$ cat src/rtl/adder_pkg.sv
// Shared definitions for the bit-serial adder/subtractor.
//   adder_state_t       : controller states (IDLE, RUN, DONE)
//   ADDER_DEFAULT_WIDTH : default operand width
//   adder_cnt_width()   : bit counter width for a given operand width
package adder_pkg;

  localparam int ADDER_DEFAULT_WIDTH = 8;

  typedef enum logic [1:0] {
    IDLE = 2'd0,
    RUN  = 2'd1,
    DONE = 2'd2
  } adder_state_t;

  // Wide enough to hold the value WIDTH itself.
  function automatic int adder_cnt_width(input int width);
    return $clog2(width + 1);
  endfunction

endpackage

$ cat src/rtl/full_adder_cell.sv
// Purely combinational 1-bit full adder.
//   a, b, ci : addend bits and carry-in
//   s, co    : sum bit and carry-out
module full_adder_cell (
  input  logic a,
  input  logic b,
  input  logic ci,
  output logic s,
  output logic co
);

  logic p;

  assign p  = a ^ b;
  assign s  = p ^ ci;
  assign co = (a & b) | (ci & p);

endmodule

$ cat src/rtl/serial_full_adder.sv
// Bit-serial adder/subtractor, one bit per clock, LSB first, built around a
// single full_adder_cell.
//
// Ports:
//   clk, rst_n         : clock, asynchronous active-low reset
//   in_valid/in_ready  : operand handshake (a, b, cin, sub)
//   a, b               : WIDTH-bit operands
//   cin                : carry-in, ignored when sub=1
//   sub                : 0 -> a+b+cin, 1 -> a-b
//   out_valid/out_ready: result handshake (sum, cout, ovf)
//   sum, cout, ovf     : result, carry out of MSB, signed overflow
//   busy               : high while bits are being processed
//   dbg_state_o        : current controller state
//
// Handshake: a transfer happens on a rising clk edge where valid && ready are
// both high. The producer keeps data stable while valid is high and ready is
// low; valid does not depend on ready. out_valid stays high and sum/cout/ovf
// stay stable until the transfer completes.
module serial_full_adder
  import adder_pkg::*;
#(
  parameter int WIDTH = ADDER_DEFAULT_WIDTH
) (
  input  logic             clk,
  input  logic             rst_n,
  input  logic             in_valid,
  output logic             in_ready,
  input  logic [WIDTH-1:0] a,
  input  logic [WIDTH-1:0] b,
  input  logic             cin,
  input  logic             sub,
  output logic             out_valid,
  input  logic             out_ready,
  output logic [WIDTH-1:0] sum,
  output logic             cout,
  output logic             ovf,
  output logic             busy,
  output adder_state_t     dbg_state_o
);

  localparam int CNT_W = adder_cnt_width(WIDTH);
  localparam logic [CNT_W-1:0] LAST_BIT = CNT_W'(WIDTH - 1);
  // Index of the bit just below the MSB. For WIDTH=1 this wraps to a value
  // the counter never holds in RUN, so the loaded carry stays as the
  // carry into the MSB.
  localparam logic [CNT_W-1:0] MSB_PREV = LAST_BIT - CNT_W'(1);

  adder_state_t     state_q, state_d;
  logic [CNT_W-1:0] cnt_q, cnt_d;
  logic [WIDTH-1:0] a_sr_q, a_sr_d;
  logic [WIDTH-1:0] b_sr_q, b_sr_d;
  logic [WIDTH-1:0] sum_sr_q, sum_sr_d;
  logic             carry_q, carry_d;
  logic             cmsb_q, cmsb_d;
  logic [WIDTH-1:0] sum_q, sum_d;
  logic             cout_q, cout_d;
  logic             ovf_q, ovf_d;

  logic cell_s;
  logic cell_co;

  full_adder_cell u_cell (
    .a  (a_sr_q[0]),
    .b  (b_sr_q[0]),
    .ci (carry_q),
    .s  (cell_s),
    .co (cell_co)
  );

  always_ff @(posedge clk or negedge rst_n) begin
    if (!rst_n) begin
      state_q  <= IDLE;
      cnt_q    <= '0;
      a_sr_q   <= '0;
      b_sr_q   <= '0;
      sum_sr_q <= '0;
      carry_q  <= 1'b0;
      cmsb_q   <= 1'b0;
      sum_q    <= '0;
      cout_q   <= 1'b0;
      ovf_q    <= 1'b0;
    end else begin
      state_q  <= state_d;
      cnt_q    <= cnt_d;
      a_sr_q   <= a_sr_d;
      b_sr_q   <= b_sr_d;
      sum_sr_q <= sum_sr_d;
      carry_q  <= carry_d;
      cmsb_q   <= cmsb_d;
      sum_q    <= sum_d;
      cout_q   <= cout_d;
      ovf_q    <= ovf_d;
    end
  end

  always_comb begin
    state_d  = state_q;
    cnt_d    = cnt_q;
    a_sr_d   = a_sr_q;
    b_sr_d   = b_sr_q;
    sum_sr_d = sum_sr_q;
    carry_d  = carry_q;
    cmsb_d   = cmsb_q;
    sum_d    = sum_q;
    cout_d   = cout_q;
    ovf_d    = ovf_q;

    case (state_q)
      IDLE: begin
        if (in_valid) begin
          // Subtraction is a + ~b + 1.
          a_sr_d   = a;
          b_sr_d   = sub ? ~b : b;
          carry_d  = sub ? 1'b1 : cin;
          cmsb_d   = sub ? 1'b1 : cin;
          sum_sr_d = '0;
          cnt_d    = '0;
          state_d  = RUN;
        end
      end

      RUN: begin
        sum_sr_d            = sum_sr_q >> 1;
        sum_sr_d[WIDTH-1]   = cell_s;
        a_sr_d              = a_sr_q >> 1;
        b_sr_d              = b_sr_q >> 1;
        carry_d             = cell_co;
        cnt_d               = cnt_q + CNT_W'(1);
        // The carry leaving the bit below the MSB is the carry into the MSB.
        if (cnt_q == MSB_PREV) begin
          cmsb_d = cell_co;
        end
        if (cnt_q == LAST_BIT) begin
          sum_d   = sum_sr_d;
          cout_d  = cell_co;
          ovf_d   = cmsb_q ^ cell_co;
          state_d = DONE;
        end
      end

      DONE: begin
        if (out_ready) begin
          state_d = IDLE;
        end
      end

      default: begin
        state_d = IDLE;
      end
    endcase
  end

  assign in_ready    = (state_q == IDLE);
  assign busy        = (state_q == RUN);
  assign out_valid   = (state_q == DONE);
  assign sum         = sum_q;
  assign cout        = cout_q;
  assign ovf         = ovf_q;
  assign dbg_state_o = state_q;

endmodule

$ cat config.mk
export PLATFORM = sky130hd
export DESIGN_NAME = serial_full_adder
export DESIGN_NICKNAME = d
export VERILOG_FILES = /design/src/rtl/adder_pkg.sv /design/src/rtl/full_adder_cell.sv /design/src/rtl/serial_full_adder.sv
export SDC_FILE = /design/constraint.sdc
export NUM_CORES = 1
export LEC_CHECK = 0
export CAP_MARGIN = 40
export CORE_ASPECT_RATIO = 0.5
export CORE_MARGIN = 3
export CORE_UTILIZATION = 32
export DETAILED_ROUTE_END_ITERATION = 16
export DONT_BUFFER_PORTS = 1
export GPL_TIMING_DRIVEN = 0
export HOLD_SLACK_MARGIN = 0.1
export MAX_ROUTING_LAYER = met4
export RECOVER_POWER = 25
export SLEW_MARGIN = 20
export SYNTH_ARGS = -nofsm -noshare
export SYNTH_HDL_FRONTEND = slang
export SYNTH_SLANG_ARGS = --single-unit
$ cat constraint.sdc
create_clock -name clk -period 2.2 [get_ports clk]
set_input_delay 0.33 -clock clk [delete_from_list [all_inputs] [get_ports clk]]
set_output_delay 0.33 -clock clk [all_outputs]
set_load 0.02 [all_outputs]
==> results of run 1 <==
## critical path: stages, from the launching register on
cell and delay (ns):
dfrtp_1 0.46, buf_6 0.18, buf_2 0.18, nor2b_1 0.39
## through the flow
stage               utilization [%]  instance area [um2]  total power [W]  setup slack (ns)
floorplan                         -                 1898         0.002274            0.6931
global placement              35.46                 1989         0.002476            0.5861
detailed placement            35.46                 1989         0.002525            0.5723
CTS                           39.07                 2192         0.003403            0.3580
global route                  38.80                 2177         0.003612            0.2909
finish                        38.80                 2177         0.003358            0.3762
## worst paths after layout
check,cells past startpoint,start,end
setup / recovery,3,dbg_state_o[0],out_valid
hold / removal,2,out_ready,dbg_state_o[1]
setup reg to reg,6,dbg_state_o[0],sum[5]
hold reg to reg,2,a_sr_q[1],a_sr_q[1]
max in group asynchronous,2,rst_n,sum_sr_q[3]
min in group asynchronous,2,rst_n,cout
## flip-flops by register name (all words and copies together), names as in the netlist, 2 cells and up
| register | cells |
|---|---|
| b_sr_q | 8 |
| cnt_q | 4 |
| sum | 8 |
| dbg_state_o | 2 |
| a_sr_q | 8 |
| sum_sr_q | 7 |
## cells by family (layout without fill, tap and decap cells)
| kind of cell | after synthesis | after routing | synth area share [%] |
|---|---|---|---|
| multiplexers | 12 | 12 | 8.899 |
| XOR/XNOR | 9 | 9 | 4.153 |
| adder cells (fa/ha/maj) | 3 | 3 | 2.373 |
| flip-flops | 41 | 41 | 54.05 |
| buffers and inverters | 16 | 26 | 4.680 |
| AO/OA/AOI/OAI | 41 | 41 | 16.15 |
| AND/OR/NAND/NOR | 40 | 40 | 9.690 |
## layout by cell type (no fill, tap or decap), types with 2 or more instances in the layout
master and instances:
dfrtp_1 41, clkbuf_1 3, a221oi_1 6, mux2_2 3, nor2b_1 2, xor2_1 2
nand3_1 2, xnor2_1 7, a22o_1 9, o21ai_0 10, nand2_1 12, clkbuf_16 5
nor2_1 19, inv_1 3, ha_1 2, mux2_4 9, buf_2 8, a22oi_1 7
## cell type report
type	count	area, um2
repair buffers	2	15.01
fillers	543	3433
plain buffers	12	73.82
well taps	73	91.34
inverters	4	15.01
clock inverters	1	30.03
flip-flops and latches	41	1026
multi-input cells	105	783.3
clock buffers	7	142.6
## Yosys cell counts
cell	n	area share [%]
ha_1	2	1.3
and4_4	1	0.59
a221oi_1	6	2.8
xor2_1	2	0.92
o21bai_1	1	0.40
o21ba_2	1	0.53
a41oi_1	1	0.46
buf_6	1	0.59
nand2b_4	1	0.72
buf_2	8	2.1
nor2b_1	2	0.66
clkbuf_1	2	0.40
inv_1	3	0.59
a21oi_1	1	0.26
a21o_1	1	0.40
nor3_1	1	0.26
inv_2	1	0.20
a22oi_1	7	2.8
a32o_1	1	0.53
nand2b_1	1	0.33
mux2_2	3	1.8
nand4b_1	1	0.46
o31ai_1	1	0.40
o21ai_0	10	2.6
a211oi_1	1	0.40
nand2_1	12	2.4
nand3_1	2	0.53
buf_8	1	0.79
o221ai_1	1	0.46
a22o_1	9	4.2
dfrtp_1	41	54
fa_1	1	1.1
mux2_4	9	7.1
xnor2_1	7	3.2
nor2_1	19	3.8
## report_power, final
| part | total, W | switching, W | leakage [nW] | internal, W |
|---|---|---|---|---|
| clock | 0.000850 | 0.000283 | 0.0841 | 0.000567 |
| combinational | 0.00106 | 0.000512 | 0.361 | 0.000552 |
| sequential | 0.00144 | 0.000353 | 0.516 | 0.00109 |
| total | 0.00336 | 0.00115 | 0.961 | 0.00221 |
## routing by layer
| metal | wire, um | share of wire [%] | vias to the layer above |
|---|---|---|---|
| li1 | - | - | 593 |
| met3 | 223 | 5.7 | 5 |
| met1 | 1862 | 48 | 631 |
| met5 | 0 | 0 | - |
| met4 | 53 | 1.4 | 0 |
| met2 | 1745 | 45 | 27 |
## what timing repair did
item,in CTS,in global routing
hold endpoints to repair,41,0
endpoints found under the setup margin,0,0
hold buffers,2,0
==> impl_metrics.py, run 1 <==
metrics = {
    "place": {
        "place_congestion": 0.8051,
        "hpwlAfterDp_mm": 2.671,
        "dp.cells": 235,
        "port_buffers": 0,
    },
    "global_routing": {
        "gr-usage-met2_pct": 19.33,
        "top_usage_layer": "met2",
        "grt_pass1_vias": 1240,
        "antenna_found_initial": 0,
        "overflow": 0,
        "use_met1_pct": 16.10,
        "track_usage_pct": 12.73,
        "grt_pass1_wl_mm": 6.575,
        "grtUsageMet3_pct": 4.482,
        "grt_max_degree": 42,
    },
    "synth": {
        "synth_cell_types": 35,
        "syn_area_um2": 1898,
        "ys_ff_latch": 41,
        "synth_nets": 187,
        "yosysSeqAreaShare_pct": 54.05,
        "yosys_warnings": 0,
        "syn-instance-count": 162,
        "avgSynthCellArea_um2": 11.72,
    },
    "sta": {
        "final_max_slew_viol_count": 0,
        "setup_violations": 0,
        "relSlewSlack_pct": 32.65,
        "final_hold_viol_count": 0,
        "hold_ws_ns": 0.2120,
        "worst_slew_pin_slew_ns": 1.010,
        "rsz0062_at_grt": "false",
        "fin_tns_setup_ns": 0,
        "finClkSkew_ns": 0.002856,
        "fmax_mhz": 548.3,
        "period_share_pct": 82.90,
        "min_period_ns": 1.824,
    },
    "critical_path": {
        "arrival_ns": 1.49,
        "path_class": "register to output port",
        "worstPathMaxFanout": 10,
        "cp-end-kind": "output port",
        "r2r_slack_ns": 0.59,
        "setup.worst_path.start_class": "register",
        "required_ns": 1.87,
    },
    "clocking": {
        "clock-root-buffer": "clkbuf_16",
        "clockBufferDepth": 2,
        "cts.sink_count": 41,
        "cts_resized": 0,
        "cts_buffers": 5,
        "clock_latency_ns": 0.28,
        "cts_setup_buffers": 0,
        "cts_tree": "built",
        "htree_num_levels": 2,
        "path_clk_slew_ns": 0.06,
    },
    "floorplanning": {
        "die_w_um": 114.9,
        "io_pins": 37,
        "design.die.area_um2": 6948,
        "core_um2": 5610,
        "initial_core_util_pct": 33.83,
        "rows": 19,
        "die_y_um": 60.46,
    },
    "drt": {
        "drt_pass1_iterations": 4,
        "post_drt_wl_per_cell_um": 15.85,
        "vias": 1256,
        "ant_nets": 0,
        "drt_iter0_markers": 121,
        "post_drt_via_cell_ratio": 5.127,
        "wirelength_mm": 3.884,
        "drc": 0,
    },
    "layout": {
        "area_growth_pct": 14.70,
        "layoutNonFillerInstCount": 245,
        "drive_above_1_share_pct": 19.77,
        "antenna_cells": 0,
        "layout.nets": 196,
    },
    "job": {
        "cap_violations": 0,
    },
    "pwr": {
        "p_leak_nw": 0.9614,
        "peakVddDrop_mv": 0.3999,
        "power_density_nw_per_um2": 1543,
    },
    "run_status": {
        "status": "completed",
    },
    "worst_hold_path": {
        "hold_class": "input port to register",
    },
}
Note: power is estimated with default switching activity, not from simulation.
==> run 2: changes to the inputs <==
- clock period: 2.2 -> 1.75 ns (I/O delays scaled with it)
==> run 2 against run 1 <==
Compared with the run above: critical path depth unchanged; sequential cell count unchanged; clock skew about the same; hold slack got worse by 0.065 ns; clock power increased by 26%; combinational power increased by 26%; cell area increased by 0.23%; largest cell class unchanged; largest power group unchanged.
==> impl_metrics.py, run 2 (synthesis gave the netlist of run 1 again) <==
metrics = {
    "sta": {
        "setup_violations": 0,
        "relSlewSlack_pct": 32.00,
        "period_share_pct": 93.69,
        "min_period_ns": 1.640,
        "fin_tns_setup_ns": 0,
        "final_hold_viol_count": 0,
        "finClkSkew_ns": 0.002535,
        "final_max_slew_viol_count": 0,
        "fmax_mhz": 609.9,
        "rsz0062_at_grt": "false",
        "worst_slew_pin_slew_ns": 1.020,
    },
    "layout": {
        "final_common_cell": "dfrtp_1",
        "drive_above_1_share_pct": 20.93,
        "layoutNonFillerInstCount": 245,
        "area_growth_pct": 14.96,
        "final_cell_mix": "41 x dfrtp_1, 18 x nor2_1, 12 x nand2_1",
        "antenna_cells": 0,
        "layout.nets": 196,
    },
    "global_routing": {
        "grt_pass1_vias": 1246,
        "antenna_found_initial": 0,
        "grt_pass1_wl_mm": 6.561,
        "track_usage_pct": 12.71,
        "grt_max_degree": 42,
        "overflow": 0,
    },
    "critical_path": {
        "worst_path_max_delay_cell": "dfrtp_1",
        "arrival_ns": 1.38,
        "critPathLaunch": "dbg_state_o[0]",
        "crit_chain": "buf_6, buf_2, nor2b_2",
        "cp-end-kind": "output port",
        "worstPathMaxFanout": 10,
        "rr_startpoint": "dbg_state_o[0]",
        "required_ns": 1.49,
        "critPathMaxStageDelay_ns": 0.46,
        "setup.worst_path.start_class": "register",
        "path_class": "register to output port",
    },
    "floorplanning": {
        "io_pins": 37,
        "design.die.area_um2": 6948,
        "die_w_um": 114.9,
        "die_y_um": 60.46,
        "initial_core_util_pct": 33.83,
        "core_um2": 5610,
        "rows": 19,
    },
    "place": {
        "port_buffers": 0,
        "dp.cells": 235,
        "place_congestion": 0.8051,
        "hpwlAfterDp_mm": 2.671,
    },
    "drt": {
        "post_drt_wl_per_cell_um": 15.87,
        "drc": 0,
        "wirelength_mm": 3.888,
        "ant_nets": 0,
        "drt_iter0_markers": 114,
        "post_drt_via_cell_ratio": 5.167,
        "vias": 1266,
        "drt_pass1_iterations": 4,
    },
    "job": {
        "cap_violations": 0,
    },
    "clocking": {
        "cts.sink_count": 41,
        "clock-root-buffer": "clkbuf_16",
        "clockBufferDepth": 2,
        "htree_num_levels": 2,
        "clock_latency_ns": 0.28,
        "path_clk_slew_ns": 0.06,
        "cts_tree": "built",
        "cts_buffers": 5,
    },
    "pwr": {
        "p_leak_nw": 0.9611,
        "peakVddDrop_mv": 0.5031,
        "power_density_nw_per_um2": 1937,
    },
    "worst_hold_path": {
        "hold_class": "input port to register",
        "worstHoldStart": "out_ready",
    },
    "run_status": {
        "status": "completed",
    },
}
[run 2: cell types whose count changed in the layout (fill, tap and decap cells not counted)]
| cell | before | now |
|---|---|---|
| nor2_1 | 19 | 18 |
| nor2_2 | 0 | 1 |
| nor2b_1 | 2 | 1 |
| nor2b_2 | 0 | 1 |
[run 2: layout make-up]
cell class	count	area, um2
fill	542	3428
sequential	41	1026
multi-input combinational	105	788.3
clock buffer	7	142.6
tap	73	91.34
buffer	12	73.82
clock inverter	1	30.03
timing repair buffer	2	15.01
inverter	4	15.01
[run 2: repair_timing]
action,in CTS,in global routing
setup endpoints to repair,1,1
hold buffers,2,0
setup buffers,0,0
endpoints found under the hold margin,41,0
cloned,0,0
resized for setup,1,1
[run 2: critical path: cells and delay by family, from the launching register on]
| kind | cells | cell delay [ns] |
|---|---|---|
| AND/OR/NAND/NOR | 1 | 0.27 |
| buffers and inverters | 2 | 0.37 |
| flip-flops | 1 | 0.46 |
[run 2: power breakdown]
group	switching (W)	leakage (nW)	total, W	internal, W
registers	0.000442	0.516	0.00181	0.00137
clock network	0.000356	0.0841	0.00107	0.000712
logic	0.000649	0.361	0.00134	0.000695
total	0.00145	0.961	0.00423	0.00278
[run 2: routing by layer]
| metal | GRT usage [%] | up-vias | part of all wire (%) |
|---|---|---|---|
| met1 | 16.04 | 641 | 46 |
| met2 | 19.33 | 26 | 47 |
| li1 | - | 594 | - |
| met5 | - | - | 0 |
| met4 | 4.013 | 0 | 1.3 |
| met3 | 4.482 | 5 | 5.5 |
[run 2: metrics by stage]
| stage | setup slack (ns) | total power [W] | area [um2] | hold WS [ns] | utilization [%] |
|---|---|---|---|---|---|
| 2_1_floorplan | 0.2431 | 0.002859 | 1898 | -0.03309 | - |
| 3_3_place_gp | 0.1361 | 0.003113 | 1989 | -0.03182 | 35.46 |
| 3_5_place_dp | 0.1223 | 0.003174 | 1989 | -0.03201 | 35.46 |
| 4_1_cts | 0.0004301 | 0.004280 | 2195 | 0.1395 | 39.12 |
| 5_1_grt | 0.04691 | 0.004546 | 2182 | 0.1523 | 38.89 |
| 6_report | 0.1104 | 0.004227 | 2182 | 0.1469 | 38.89 |
[run 2: path summary, 6_finish.rpt]
path | endpoint | slack, ns | cells after the start
min in group asynchronous | b_sr_q[1] | 0.72 | 2
setup / recovery | out_valid | 0.11 | 3
setup reg to reg | sum[5] | 0.13 | 6
max in group asynchronous | sum[1] | 0.41 | 2
hold reg to reg | a_sr_q[1] | 0.48 | 2
hold / removal | dbg_state_o[1] | 0.15 | 2
